### src/rtl/input_port.sv
// input_port: button/switch front-end. Synchronises btn/sw, debounces the button,
// captures one switch word per press into a FIFO presented via valid/ready.
// Build option: define INPUT_PORT_DEBOUNCE_EN to include the stability-counter debouncer;
// otherwise btn_db follows the synchronised button every cycle.
module input_port #(
  parameter int unsigned DATA_WIDTH      = 4,
  parameter int unsigned FIFO_DEPTH      = 4,
  parameter int unsigned DEBOUNCE_CYCLES = 8
) (
  input  logic                          clk,
  input  logic                          rst_n,
  input  logic                          btn,
  input  logic [DATA_WIDTH-1:0]         sw,
  input  logic                          rd_ready,
  output logic                          rd_valid,
  output logic [DATA_WIDTH-1:0]         rd_data,
  output logic [$clog2(FIFO_DEPTH):0]   count,
  output logic                          overflow
);

  localparam int unsigned PtrW = $clog2(FIFO_DEPTH);
  localparam int unsigned CntW = PtrW + 1;

  logic                  btn_m_q, btn_s_q;
  logic [DATA_WIDTH-1:0] sw_m_q, sw_s_q;
  logic                  btn_db_q, btn_db_d;
  logic [1:0]            fill_q;
  logic                  armed_q, armed_d;
  logic                  push_q, rise;
  logic [DATA_WIDTH-1:0] wdata_q;
  logic [DATA_WIDTH-1:0] mem_q [FIFO_DEPTH];
  logic [PtrW-1:0]       wr_ptr_q, rd_ptr_q;
  logic [CntW-1:0]       count_q, count_d;
  logic                  overflow_q;
  logic                  full, pop, do_push;

  // Two-flop synchronisers for the asynchronous board inputs
  always_ff @(posedge clk) begin
    if (!rst_n) begin
      btn_m_q <= 1'b0;
      btn_s_q <= 1'b0;
      sw_m_q  <= '0;
      sw_s_q  <= '0;
    end else begin
      btn_m_q <= btn;
      btn_s_q <= btn_m_q;
      sw_m_q  <= sw;
      sw_s_q  <= sw_m_q;
    end
  end

`ifdef INPUT_PORT_DEBOUNCE_EN
  localparam int unsigned DbW = (DEBOUNCE_CYCLES > 1) ? $clog2(DEBOUNCE_CYCLES) : 1;
  logic [DbW-1:0] db_cnt_q, db_cnt_d;

  // Debounced value only follows btn_s after DEBOUNCE_CYCLES consecutive differing cycles
  always_comb begin
    btn_db_d = btn_db_q;
    db_cnt_d = '0;
    if (btn_s_q != btn_db_q) begin
      if (db_cnt_q == DbW'(DEBOUNCE_CYCLES - 1)) begin
        btn_db_d = btn_s_q;
      end else begin
        db_cnt_d = db_cnt_q + 1'b1;
      end
    end
  end

  // Stability counter register
  always_ff @(posedge clk) begin
    if (!rst_n) db_cnt_q <= '0;
    else        db_cnt_q <= db_cnt_d;
  end
`else
  assign btn_db_d = btn_s_q;
`endif

  // Arm only once the synchronisers have refilled after reset and the button reads released,
  // so a button held through reset never produces an event.
  assign armed_d = armed_q | (fill_q[1] & ~btn_s_q & ~btn_db_q);
  assign rise    = btn_db_d & ~btn_db_q & armed_q;

  // Debounced button, arming state, press pulse and captured word
  always_ff @(posedge clk) begin
    if (!rst_n) begin
      btn_db_q <= 1'b0;
      fill_q   <= 2'b00;
      armed_q  <= 1'b0;
      push_q   <= 1'b0;
      wdata_q  <= '0;
    end else begin
      btn_db_q <= btn_db_d;
      fill_q   <= {fill_q[0], 1'b1};
      armed_q  <= armed_d;
      push_q   <= rise;
      if (rise) wdata_q <= sw_s_q;
    end
  end

  assign full     = (count_q == CntW'(FIFO_DEPTH));
  assign rd_valid = (count_q != '0);
  assign pop      = rd_valid & rd_ready;
  // A push into a full FIFO still lands if the head leaves on the same edge
  assign do_push  = push_q & (~full | pop);
  assign rd_data  = mem_q[rd_ptr_q];
  assign count    = count_q;
  assign overflow = overflow_q;

  // Occupancy next state
  always_comb begin
    count_d = count_q;
    unique case ({do_push, pop})
      2'b10:   count_d = count_q + 1'b1;
      2'b01:   count_d = count_q - 1'b1;
      default: count_d = count_q;
    endcase
  end

  // FIFO storage, pointers, occupancy and sticky overflow
  always_ff @(posedge clk) begin
    if (!rst_n) begin
      for (int i = 0; i < int'(FIFO_DEPTH); i++) mem_q[i] <= '0;
      wr_ptr_q   <= '0;
      rd_ptr_q   <= '0;
      count_q    <= '0;
      overflow_q <= 1'b0;
    end else begin
      if (do_push) begin
        mem_q[wr_ptr_q] <= wdata_q;
        wr_ptr_q        <= wr_ptr_q + 1'b1;
      end
      if (pop) rd_ptr_q <= rd_ptr_q + 1'b1;
      count_q <= count_d;
      if (push_q && full && !pop) overflow_q <= 1'b1;
    end
  end

endmodule

### config.mk
export PLATFORM = sky130hd
export DESIGN_NAME = input_port
export DESIGN_NICKNAME = d
export VERILOG_FILES = /design/src/rtl/input_port.sv
export SDC_FILE = /design/constraint.sdc
export NUM_CORES = 1
export LEC_CHECK = 0
export ABC_AREA = 1
export CAP_MARGIN = 10
export CORE_ASPECT_RATIO = 0.9
export CORE_MARGIN = 3
export CORE_UTILIZATION = 50
export DETAILED_ROUTE_END_ITERATION = 10
export PLACE_DENSITY = 0.71
export SYNTH_ARGS = -nofsm -noshare
export SYNTH_HDL_FRONTEND = slang
export SYNTH_SLANG_ARGS = --single-unit
export TNS_END_PERCENT = 20
### constraint.sdc
create_clock -name clk -period 1.77 [get_ports clk]
set_input_delay 0.177 -clock clk [delete_from_list [all_inputs] [get_ports clk]]
set_output_delay 0.177 -clock clk [all_outputs]
set_load 0.05 [all_outputs]
Word-level counts from Yosys, hierarchy flattened --
Memories as Yosys holds them, arrays and structs flattened. A register that Yosys moved wholly into a read port is not among the register bits. Index checks and enable logic that the tools add are counted. Widths: inputs -> output; s select.
Word-level totals: input bits 8, RAM bits 16, flip-flop bits (word level) 27, output and inout port bits 9, memories kept 1
Memory list:
- mem_q | depth 4, width 4, read ports 1, clocked after Yosys merged registers in 1, write ports 4, line 31 | logic [DATA_WIDTH-1:0] mem_q [FIFO_DEPTH];
Operators by class: reduce and logical (&&, ||, !) cells 6, multiplexer cells 11, eq/ne operators 3, $add $sub $neg 4, bitwise gates (word level) 11
Operators by type and width (count):
- $and 1x1->1 | 6
- $mux 1 | 6
- $mux 2 | 3
- $pmux 3 s2 | 1
- $add 2x1->2 const B | 2
- $mux 4 | 1
- $reduce_or 4->1 | 1
- $add 3x1->3 const B | 1
- $eq 3x3->1 const B | 1
- $not 1->1 | 3
- $reduce_bool 3->1 | 1
- $sub 3x1->3 const B | 1
- $eq 2x1->1 const B | 1
- $eq 2x2->1 const B | 1
- $logic_and 1x1->1 | 2
- $or 1x1->1 | 2
- $reduce_bool 2->1 | 1
- $logic_not 1->1 | 1

Depth between registers and ports, before layout --
Gate-level depths: netlist of run 1.
depth after elaboration 9, mapped depth 12, gate-level depth less buffers 12

Worst setup path before layout of run 1 --
Ideal clock, no wire load.
kind register -> register, start register count_q[0], in the netlist count[0], end register count_q[2], in the netlist count[2], library setup time 0.113 ns, slack -0.602 ns, cell stages (with the launch flop) 13, data required time 1.657 ns, data arrival time 2.259 ns, buffers on the path 0, cell sequence dfxtp_1 > nor2_2 > nand2_2 > nand2_2 > inv_1 > ha_1 > inv_1 > fa_1 > or2_2 > nand2_1 > nand2_1 > nand2_1 > nor2_1
Between the ends: word-level cells in the longest chain between the ends 6, elaborated cells between the ends (all ways) 12, classes of those cells add/sub (2); eq/ne (3); mux (1); bitwise (4); reduce/logical (2)
RTL lines:
- from (decl) | line 33 | logic [CntW-1:0] count_q, count_d;
- from (signal assigned) | line 133 | count_q <= count_d;
- $reduce_bool 3->1 (*) | line 101 | assign rd_valid = (count_q != '0);
- net rd_valid | line 15 | output logic rd_valid,
- $and 1x1->1 (*) | line 102 | assign pop = rd_valid & rd_ready;
- net pop | line 35 | logic full, pop, do_push;
- $or 1x1->1 | line 104 | assign do_push = push_q & (~full | pop);
- $and 1x1->1 | line 104
- $eq 2x1->1 or $eq 2x2->1 (tied branches) | line 112 | unique case ({do_push, pop})
- $pmux 3 s2 or $reduce_bool 2->1 (tied branches)
The timed path passes the listed nets; every way through them passes the cells marked *. A chain may end at the register's enable or synchronous reset.

Final worst setup path of run 1 --
start register count_q[1], in the netlist count[1], end register count_q[2], in the netlist count[2]
Between the ends: word-level cells in the longest chain between the ends 6, elaborated cells between the ends (all ways) 12, classes of those cells add/sub (2); eq/ne (3); mux (1); bitwise (4); reduce/logical (2)
RTL lines (line):
- $reduce_bool 3->1 or $eq 3x3->1 (tied branches) | 101, 100
- $and 1x1->1 or $not 1->1 (tied branches) | 102, 104
- $or 1x1->1 | 104
- $and 1x1->1 | 104
- $eq 2x1->1 or $eq 2x2->1 (tied branches) | 112
- $pmux 3 s2 or $reduce_bool 2->1 (tied branches)
Parallel ways exist; a longest one is shown, timed or not.

==> flow_metrics.tcl, run 1 <==
set metrics [dict create \
    status "finished with violations" \
    violations "negative setup slack" \
    grt_pass1_vias 1246 \
    cts_tree "built" \
    wl_met1_mm 1.43 \
    die-area_um2 4280 \
    die_y_um 62.4 \
    multi_input_area_um2 592 \
    r2r_cells 11 \
    yosysUniqueCellTypes 27 \
    wire_per_inst_um 12.6 \
    pin_count 17 \
    dp_hpwl_mm 2.62 \
    ys_seq_area_share_pct 60.1 \
    clock_path_buffers 2 \
    highest_layer "met4" \
    relSlewSlack_pct 64.8 \
    crit_path_start "count[1]" \
    synthesis.nets 198 \
    insertion_delay_ps 290 \
    synth_flop_cell "dfxtp_1" \
    clockRootBuffer "clkbuf_8" \
    crit_type "flop to flop" \
    synth_top_area_share_pct 32.9 \
    fin_util_pct 69.3 \
    required_ps 1960 \
    viasPerCell 4.93 \
    drive_above_1_share_pct 22.4 \
    start_util_pct 55.0 \
    p_sw_uw 718 \
    start_kind "flop" \
    gp_congestion 0.846 \
    postSynth.asyncResetShare_pct 0 \
    synth.area.top_cells "dfxtp_1 33%, edfxtp_1 27%, inv_1 6.8%" \
    powerDensity_nw_per_um2 1060 \
    pwr-share-seq_pct 49.5 \
    r2r_start "count[1]" \
    final_cells 261 \
    synth.largest_area_cell "dfxtp_1" \
    drtPass1Iterations 4 \
    clk_pin_slew_worst_paths_ps 80 \
    drtIter0Drc 45 \
    core_um2 3210 \
    fill_cells 257 \
    route.met3.wl_um 128 \
    placed_cells 252 \
    r2r_slack_ps -20 \
    pwr-share-comb_pct 24.6 \
    ir_drop_mv 0.720 \
    grt_pass1_wl_mm 5.62 \
    syn_to_final_growth_pct 26.1 \
    worst_pin_slew_ps 527 \
    grt_remaining_overflow 0 \
    fin_skew_ps 4.38 \
    syn-cell-area_um2 1760 \
    drt_wl_total_mm 3.28 \
    clock-sinks 45 \
    nets 228 \
    p_int_mw 1.64 \
    drv_slew 0 \
    worstSetupEndpoint "count[2]" \
    yosysWarnings 0 \
    synth_most_common_cell "inv_1" \
    wl_met2_mm 1.69 \
    grt_max_degree 26 \
    syn_inst 188 \
    drv_cap 0 \
    finalHoldViolCount 0 \
    synth_seq_cells 45 \
    rsz0062_at_grt "true" \
    endpoint_kind "flop" \
    timing.rr.end "count[2]" \
    avgSynthCellArea_um2 9.38 \
    fmax_mhz 559 \
    switching_share_pct 30.5 \
    finalCritPeriodShare_pct 101 \
    leakage_nw 0.919 \
    seq_area_um2 1070 \
    layout_setup_ws_ps -18.1 \
    antenna_found_initial 0 \
    die_w_um 68.6 \
    fp-row-count 19 \
    route.detailed.drc 0 \
    setup_violations 1 \
    htreeDepth 2 \
    synthTopCellsByCount "32 x inv_1, 29 x dfxtp_1, 25 x nor2_1, 20 x nand2_1, 19 x o21ai_0" \
    clkPwrFrac_pct 25.9 \
    cp_data_arrival_time_ps 1980 \
    antennaDiodeCount 0 \
    min_period_ps 1790 \
    port_buffers 16 \
    vias 1287 \
    antenna_left 0 \
    synth_edf_count 16 \
    cts_buffers 5 \
    grt.total_usage_pct 17.7 \
    crit_fanout 4 \
    hold_path_class "primary input to flop" \
]
## metrics by stage
step           setup TNS (ps)  power [mW]  hold slack [ps]  area [um2]  worst slack [ps]
2_1_floorplan           -48.6        1.54              205        1830             -48.6
3_3_place_gp             -284        1.75              392        2130              -231
3_5_place_dp             -485        1.78              398        2130              -278
4_1_cts                 -27.2        2.37              397        2220             -27.2
5_1_grt                  -103        2.47              413        2220              -103
6_report                -18.1        2.36              403        2220             -18.1
## cells by family (layout without fill, tap and decap cells)
logic type / after synthesis / count (layout) / synth area share (%)
adder cells (fa/ha/maj): 2 / 2 / 1.84
AO/OA/AOI/OAI: 34 / 34 / 10.1
buffers and inverters: 40 / 71 / 9.50
XOR/XNOR: 1 / 1 / 0.497
flip-flops: 45 / 45 / 60.1
AND/OR/NAND/NOR: 66 / 66 / 17.9
## power by group through the flow
stage / sequential [mW] / combinational (mW) / clock, mW
6_report: 1.17 / 0.580 / 0.610
5_1_grt: 1.17 / 0.623 / 0.674
4_1_cts: 1.16 / 0.584 / 0.625
3_5_place_dp: 1.19 / 0.592 / 0
3_3_place_gp: 1.18 / 0.567 / 0
2_1_floorplan: 1.21 / 0.331 / 0
## critical path: stages (launching register included)
cell	delay, ps
dfxtp_4	370
nor2_4	230
nand2_4	80
nand2_4	70
ha_4	120
inv_2	40
fa_2	350
or2_4	230
nand2_2	60
nand2_1	50
nand2_1	50
nor2_1	30
## metal layers
metal	vias up	GRT usage, %
met4	0	5.96
met1	596	21.1
met3	5	4.32
li1	656	-
met5	-	0
met2	30	30.2
## cell usage in the layout, fill, tap and decap left out, types with 2 or more instances in the layout
cell,count
edfxtp_1,16
nand2_4,3
nor3_1,4
o22ai_1,4
nand3_1,3
buf_12,4
o21ai_0,19
nand2_1,18
a21oi_1,9
inv_4,2
nor2_2,4
nor2_4,2
buf_4,13
nor2_1,25
clkdlybuf4s50_1,10
dfxtp_4,3
inv_1,30
inv_2,4
dfxtp_1,25
clkbuf_8,5
## worst min-delay path by stage
stage	to	slack [ps]	cells past startpoint	from
final	sw_m_q[2]	400	3	sw[2]
after global routing	sw_m_q[0]	410	3	sw[0]
after CTS	sw_m_q[2]	400	3	sw[2]
after detailed placement	fill_q[1]	400	2	fill_q[0]
after global placement	sw_s_q[1]	390	2	sw_m_q[1]
after floorplan	fill_q[0]	200	0	rst_n
## area by class of cell
type	count	share of cell area, %
timing repair buffer	28	12.9
clock inverter	2	0.619
tap	42	2.36
clock buffer	6	3.26
sequential	45	48.3
multi-input combinational	103	26.6
inverter	35	6.02
## registers in the layout (all words and copies together) (netlist names), named ones only
signal and flops:
overflow 1, sw_s_q 4, wdata_q 4, rd_ptr_q 2
count 3, mem_q 16, wr_ptr_q 2, sw_m_q 4
armed_q 1, btn_db_q 1, push_q 1, fill_q 2
btn_db_d 1, btn_m_q 1
## repair_timing
item | 4_1_cts | 5_1_grt
hold buffers | 0 | 0
setup endpoints to repair | 2 | 2
resized for setup | 1 | 1
setup buffers | 0 | 1
cloned | 0 | 0
pin swaps | 2 | 4
Power figures use the tool's default switching activity.
==> run 2: changes to the inputs <==
--- a/config.mk
+++ b/config.mk
@@ -10,8 +10,10 @@
 export CORE_ASPECT_RATIO = 0.9
 export CORE_MARGIN = 3
 export CORE_UTILIZATION = 50
+export CTS_BUF_LIST = sky130_fd_sc_hd__clkbuf_4 sky130_fd_sc_hd__clkbuf_8 sky130_fd_sc_hd__clkbuf_16
 export DETAILED_ROUTE_END_ITERATION = 10
 export PLACE_DENSITY = 0.71
+export SLEW_MARGIN = 20
 export SYNTH_ARGS = -nofsm -noshare
 export SYNTH_HDL_FRONTEND = slang
 export SYNTH_SLANG_ARGS = --single-unit
==> flow_metrics.tcl, run 2 (same netlist as run 1, synthesis figures left out) <==
set metrics [dict create \
    critical_path.slowest_cell "dfxtp_4" \
    fmax_mhz 559 \
    die-area_um2 4280 \
    grt_pass1_wl_mm 5.62 \
    r2r_cells 11 \
    drt_wl_total_mm 3.29 \
    crit_fanout 4 \
    fp-row-count 19 \
    viasPerCell 4.93 \
    cts_tree "built" \
    violations "negative setup slack" \
    p_total_mw 2.37 \
    path_depth 11 \
    antenna_found_initial 0 \
    layout_setup_ws_ps -19.0 \
    hold_depth 3 \
    endpoint_kind "flop" \
    final_common_cell "inv_1" \
    cp_data_arrival_time_ps 1980 \
    start_kind "flop" \
    rsz0062_at_grt "true" \
    fin_skew_ps 4.97 \
    worst_pin_slew_ps 527 \
    post_dp_cell_area_um2 2130 \
    crit_chain "nor2_4 > nand2_4 > nand2_4 > ha_4 > inv_2 > fa_2 > or2_4 > nand2_2 > nand2_1 > nand2_1 > nor2_1" \
    antenna_left 0 \
    setup_violations 1 \
    die_w_um 68.6 \
    cts_buffers 5 \
    gp_congestion 0.846 \
    worst_path_dominant_cell_family "simple AND/OR/NAND/NOR gates" \
    antennaDiodeCount 0 \
    drive_above_1_share_pct 22.8 \
    finalCritPeriodShare_pct 101 \
    syn_to_final_growth_pct 26.3 \
    most-common-layout-cells "30 x inv_1, 25 x nor2_1, 25 x dfxtp_1, 19 x o21ai_0, 18 x nand2_1" \
    die_y_um 62.4 \
    dp_hpwl_mm 2.62 \
    status "finished with violations" \
    place_ws_ps -278 \
    grt.total_usage_pct 17.7 \
    largest_register_ffs 16 \
    vias 1288 \
    ir_drop_mv 0.720 \
    min_period_ps 1790 \
    hold_buffers 0 \
    clk_pin_slew_worst_paths_ps 80 \
    drv_slew 0 \
    wire_per_inst_um 12.6 \
    htreeDepth 2 \
    port_buffers 16 \
    powerDensity_nw_per_um2 1060 \
    insertion_delay_ps 290 \
    start_util_pct 55.0 \
    crit_type "flop to flop" \
    nets 228 \
    crit_path_max_incr_delay_ps 370 \
    grt_pass1_vias 1249 \
    grt_max_degree 26 \
    clock_path_buffers 2 \
    grt_remaining_overflow 0 \
    core_um2 3210 \
    clock-sinks 45 \
    finalInstanceArea_um2 2230 \
    finalHoldViolCount 0 \
    relSlewSlack_pct 64.8 \
    drv_cap 0 \
    hold_path_class "primary input to flop" \
    pin_count 17 \
    drtIter0Drc 45 \
    route.detailed.drc 0 \
    top_register "mem_q" \
    leakage_nw 0.922 \
    required_ps 1960 \
    critPathBufInv 1 \
    drtPass1Iterations 4 \
    clockRootBuffer "clkbuf_8" \
]
-- run 2: changes by cell type in the layout (fill, tap and decap cells not counted) --
| cell | before | now |
|---|---|---|
| clkbuf_1 | 1 | 0 |
| clkbuf_4 | 0 | 1 |
-- run 2: stage by stage --
stage | TNS (ps) | util (%) | instances | hold slack, ps
floorplan | -48.6 | - | 188 | 205
global placement | -284 | 66.4 | 252 | 392
detailed placement | -485 | 66.4 | 252 | 398
CTS | -26.2 | 69.2 | 260 | 397
global route | -103 | 69.4 | 261 | 413
finish | -19.0 | 69.4 | 261 | 403
-- run 2: path summary, 6_finish.rpt --
| check | startpoint | to | slack (ps) |
|---|---|---|---|
| min | sw[2] | sw_m_q[2] | 400 |
| max reg2reg | count[1] | count[2] | -20 |
| max | count[1] | count[2] | -20 |
| min reg2reg | fill_q[0] | fill_q[1] | 410 |
-- run 2: power breakdown --
group | total, mW | internal, mW | switching [mW]
Sequential | 1.17 | 1.12 | 0.0411
Clock | 0.626 | 0.294 | 0.332
Combinational | 0.580 | 0.234 | 0.346
-- run 2: layer usage --
layer  part of all wire (%)  global-route usage [%]  vias to the layer above
met1                     44                    21.1                      597
met3                    3.9                    4.32                        5
met2                     51                    30.2                       30
li1                       -                       -                      656
met5                      0                       0                        -
met4                    1.0                    5.96                        0
-- run 2: what timing repair did --
| item | 4_1_cts | 5_1_grt |
|---|---|---|
| pin swaps | 2 | 4 |
| setup buffers | 0 | 1 |
| resized for setup | 1 | 1 |
| endpoints found under the setup margin | 2 | 2 |
-- run 2: cell type report --
cell class | instances | area (um2)
sequential | 45 | 1070
fill | 257 | 981
multi-input combinational | 103 | 592
timing repair buffer | 28 | 287
inverter | 35 | 134
clock buffer | 6 | 76.3
tap | 42 | 52.6
clock inverter | 2 | 13.8
-- run 2: worst min-delay path: stages --
cell             delay [ps]
clkdlybuf4s50_1         390
nand2_1                  60
inv_1                    30
